[config.mk]
export PLATFORM = sky130hd
export DESIGN_NAME = icache
export DESIGN_NICKNAME = d
export VERILOG_FILES = /design/src/rtl/cpu_types_pkg.sv /design/src/rtl/icache.sv
export SDC_FILE = /design/constraint.sdc
export NUM_CORES = 1
export LEC_CHECK = 0
export CAP_MARGIN = 40
export CORE_UTILIZATION = 48
export CTS_BUF_LIST = sky130_fd_sc_hd__clkbuf_8
export CTS_CLUSTER_SIZE = 28
export DETAILED_ROUTE_END_ITERATION = 16
export PLACE_DENSITY = 0.69
export SLEW_MARGIN = 20
export SYNTH_ARGS = -nofsm -noshare
export SYNTH_HDL_FRONTEND = slang
export SYNTH_SLANG_ARGS = --single-unit
[constraint.sdc]
create_clock -name CLK -period 17.1 [get_ports CLK]
set_clock_uncertainty 0.1 [all_clocks]
set_input_delay 4.275 -clock CLK [delete_from_list [all_inputs] [get_ports CLK]]
set_output_delay 4.275 -clock CLK [all_outputs]
set_load 0.05 [all_outputs]
[src/rtl/cpu_types_pkg.sv]
// Shared CPU types: instruction-cache address split and frame layout.
package cpu_types_pkg;
    localparam int IIDX_W   = 4;
    localparam int ITAG_W   = 30 - IIDX_W;
    localparam int IFRAMES  = 1 << IIDX_W;

    typedef logic [31:0] word_t;

    typedef struct packed {
        logic [ITAG_W-1:0] tag;
        logic [IIDX_W-1:0] idx;
        logic [1:0]        bytoff;
    } icachef_t;

    typedef struct packed {
        logic              valid;
        logic [ITAG_W-1:0] tag;
        word_t             data;
    } icache_frame_t;
endpackage

[src/rtl/icache.sv]
// Direct-mapped, one-word-block instruction cache with zero-latency hits and a
// single outstanding miss fill from the memory controller.
module icache
    import cpu_types_pkg::*;
(
    input  logic        CLK,
    input  logic        nRST,
    input  logic        imemREN,
    input  logic [31:0] imemaddr,
    output logic        ihit,
    output logic [31:0] imemload,
    output logic        iREN,
    output logic [31:0] iaddr,
    input  logic        iwait,
    input  logic [31:0] iload
);
    typedef enum logic {IDLE, FETCH} state_t;

    state_t        state_q, state_d;
    icache_frame_t frames_q [IFRAMES];
    icache_frame_t frame_rd;
    icachef_t      addr_f;
    logic          hit;
    logic          fill;

    assign addr_f   = icachef_t'(imemaddr);
    assign frame_rd = frames_q[addr_f.idx];
    assign hit      = imemREN & frame_rd.valid & (frame_rd.tag == addr_f.tag) & (state_q == IDLE);
    assign ihit     = hit;
    assign imemload = hit ? frame_rd.data : 32'h0;

    always_comb begin
        state_d = state_q;
        fill    = 1'b0;
        iREN    = 1'b0;
        iaddr   = 32'h0;
        case (state_q)
            IDLE: begin
                if (imemREN && !hit)
                    state_d = FETCH;
            end
            FETCH: begin
                iREN  = 1'b1;
                iaddr = {imemaddr[31:2], 2'b00};
                // Dropping the request abandons the fill even if data arrives now.
                if (!imemREN) begin
                    state_d = IDLE;
                end else if (!iwait) begin
                    fill    = 1'b1;
                    state_d = IDLE;
                end
            end
            default: state_d = IDLE;
        endcase
    end

    always_ff @(posedge CLK) begin
        if (!nRST)
            state_q <= IDLE;
        else
            state_q <= state_d;
    end

    // Only the valid bits are cleared; tag/data stay as storage without reset.
    always_ff @(posedge CLK) begin
        if (!nRST) begin
            for (int i = 0; i < IFRAMES; i++)
                frames_q[i].valid <= 1'b0;
        end else if (fill) begin
            frames_q[addr_f.idx] <= '{valid: 1'b1, tag: addr_f.tag, data: iload};
        end
    end
endmodule
==> results.toml <==
[clock_tree]
cts_setup_buffers = 0
cts_root_buffer = "clkbuf_8"
ctsResizeCount = 0
ctsHoldBuffers = 0
path_clk_slew_ns = 0.05
cts_tree = "done"
htree_levels = 4
cts_made_buffers = 143
clock_latency_ns = 0.78
cts.sinks = 945
cts_buffer_depth = 3

[placement]
hpwlAfterDp_mm = 41.3
placed_cell_area_um2 = 39800
io_buffer_count = 129
place.gp.congestion = 0.778

[critical_path]
cp_max_fo = 120
endpoint_kind = "output pin"
crit_chain = "buf_8 > buf_12 > mux4_1 > a222oi_1 > nand3_1 > a22oi_1 > a41oi_1 > nor3_1 > nand3_2 > buf_4 > and2b_2 > clkdlybuf4s50_1"
startpoint = "imemaddr[2]"
cp_slowest_cell = "clkdlybuf4s50_1"
crit_required_ns = 12.73
critical_path_class = "primary input to output pin"
max_stage_delay_ns = 0.79
crit_arrival_ns = 9.01
cp-start-kind = "primary input"
r2r_start = "frames_q[9][34]$_DFFE_PP_"

[drt]
viasPerCell = 5.80
drt-total-wl_mm = 78.2
drc = 0
antenna_left = 0
via_count = 17300
drt_first_pass_iters = 5
drt_first_iter_violations = 1716
detail_route.wl_per_cell_um = 26.2

[final_layout]
num-fill-cells = 5541
mostFrequentLayoutCell = "edfxtp_1"
fin_area_um2 = 42500
final_cell_mix = "edfxtp_1 (928), mux4_2 (205), clkbuf_8 (155)"
syn_to_final_growth_pct = 14.9
nets = 1914
drive_gt1_share_pct = 24.4

[synth]
ys.flop_type = "edfxtp_1"
synth_cells = 1600
ys_warn_count = 0
syn-cell-area_um2 = 37000
yosys.area.top_type_share_pct = 75.4
synth-seq-cells = 945
synth.area.top_cells = "edfxtp_1 (75%), mux4_2 (12%), mux4_1 (3.2%), mux2i_1 (1.7%), dfxtp_1 (0.92%)"
yosys.cell_types.count = 67
synth_enable_flop_cells = 928
async_reset_ff_share_pct = 0
synth_seq_area_share_pct = 76.3
synth_area_leader_cell = "edfxtp_1"
syn_area_per_cell_um2 = 23.1

[global_route]
antenna_found_initial = 8
grt_pass1_vias = 18200
grt_first_pass_wirelength_mm = 116
grt_max_degree = 121
grt_usage_pct = 20.6
overflow = 0

[power]
ir_worst_vdd_mv = 0.0538
power.leakage_uw = 0.0138
p_per_area_nw_per_um2 = 106

[floorplanning]
num_rows = 101
start_util_pct = 48.6
fp.dieH_um = 279
die_area_um2 = 78100
die_x_um = 279
core_um2 = 76100
io_pins = 134

[sta]
maxSlewViolCount = 0
relSlewSlack_pct = 35.7
hold_violations = 0
fin_crit_ns = 13.39
fin_crit_sh_pct = 78.3
tns_ns = 0
rsz0062_at_grt = "no"
fmax_mhz = 74.7
setup_viol = 0
worst_pin_slew_ns = 0.965

[job]
drv_cap = 0

[hold_path]
min-delay-start = "frames_q[11][58]$_SDFF_PP1_"
min_path_type = "register to register"

[status]
status = "finished, final reports clean"
==> final cells by class <==
class / count / area (um^2) / share of cell area [%]
sequential: 945 / 28200 / 66.4
multi-input combinational: 563 / 8240 / 19.4
clock buffer: 154 / 2120 / 4.99
timing repair buffer: 183 / 2040 / 4.80
tap: 1030 / 1290 / 3.04
clock inverter: 93 / 522 / 1.23
inverter: 10 / 37.5 / 0.0884
antenna: 2 / 5.00 / 0.0118
==> cell families after synthesis <==
group	after synthesis	synth area share, %
AOI/OAI and AO/OA	84	1.78
xor gates and xnor gates	22	0.521
buffers and inverters	93	1.71
DFF	945	76.3
muxes	317	17.5
other	1	0.0101
and+or+nand+nor	138	2.15
==> power breakdown <==
part | internal [uW] | total, uW | switching (uW) | leakage [uW]
sequential | 2550 | 2550 | 0.636 | 0.00848
clock | 902 | 1720 | 817 | 0.00153
combinational | 99.9 | 227 | 127 | 0.00376
==> sequential cells by signal (all words and copies together), names as in the netlist <==
| signal | flops |
|---|---|
| frames_q | 944 |
| state_q | 1 |
==> worst max-delay path, delay by kind of cell <==
kind	cells	cell delay, ns
simple gates	4	0.80
buf+inv	4	2.27
mux	1	0.71
compound gates	3	0.79
==> worst paths after layout <==
| kind | to | slack [ns] | cells past startpoint |
|---|---|---|---|
| worst max-delay path | imemload[31] | 3.71 | 12 |
| worst min-delay path | frames_q[11][58]$_SDFF_PP1_ | 0.35 | 1 |
| worst max register to register | state_q$_SDFF_PN0_ | 13.91 | 9 |
| worst min register to register | frames_q[11][58]$_SDFF_PP1_ | 0.35 | 1 |
==> Yosys cell counts (3+ instances only) <==
master	instances
xor2_1	3
a21o_1	16
buf_2	18
nor3_1	8
and2b_2	5
a2bb2oi_1	3
nand2_1	15
mux2_2	4
mux2i_1	63
mux4_2	205
nand3_1	6
buf_4	6
nor4_1	3
a221oi_1	4
o31ai_1	3
clkbuf_1	27
a22o_1	8
mux4_1	45
a22oi_1	14
nand2b_1	5
nand4_1	3
nor2b_1	33
buf_6	19
buf_1	3
dfxtp_1	17
o21ai_0	4
inv_1	9
edfxtp_1	928
xnor2_1	19
a211oi_1	6
and2_1	24
a21oi_1	5
nor2_1	24
buf_8	3
==> per-stage QoR <==
stage	cells	total power [uW]	setup WS (ns)	hold slack (ns)	utilization, %
2_1_floorplan	1601	2740	5.47	0.321	-
3_3_place_gp	2713	2820	3.64	0.327	51.7
3_5_place_dp	2728	2820	3.62	0.337	52.3
4_1_cts	2975	4530	3.59	0.350	55.7
5_1_grt	2979	4640	3.34	0.370	55.8
6_report	2980	4490	3.71	0.349	55.8
==> per-layer routing <==
metal | GRT usage (%) | share of wire [%] | vias to the layer above
li1 | - | - | 7323
met1 | 27.9 | 41 | 9213
met2 | 33.6 | 50 | 614
met3 | 4.78 | 7.0 | 116
met4 | 5.80 | 1.9 | 10
met5 | 0 | 0.090 | -
(Power assumes the default switching activity.)
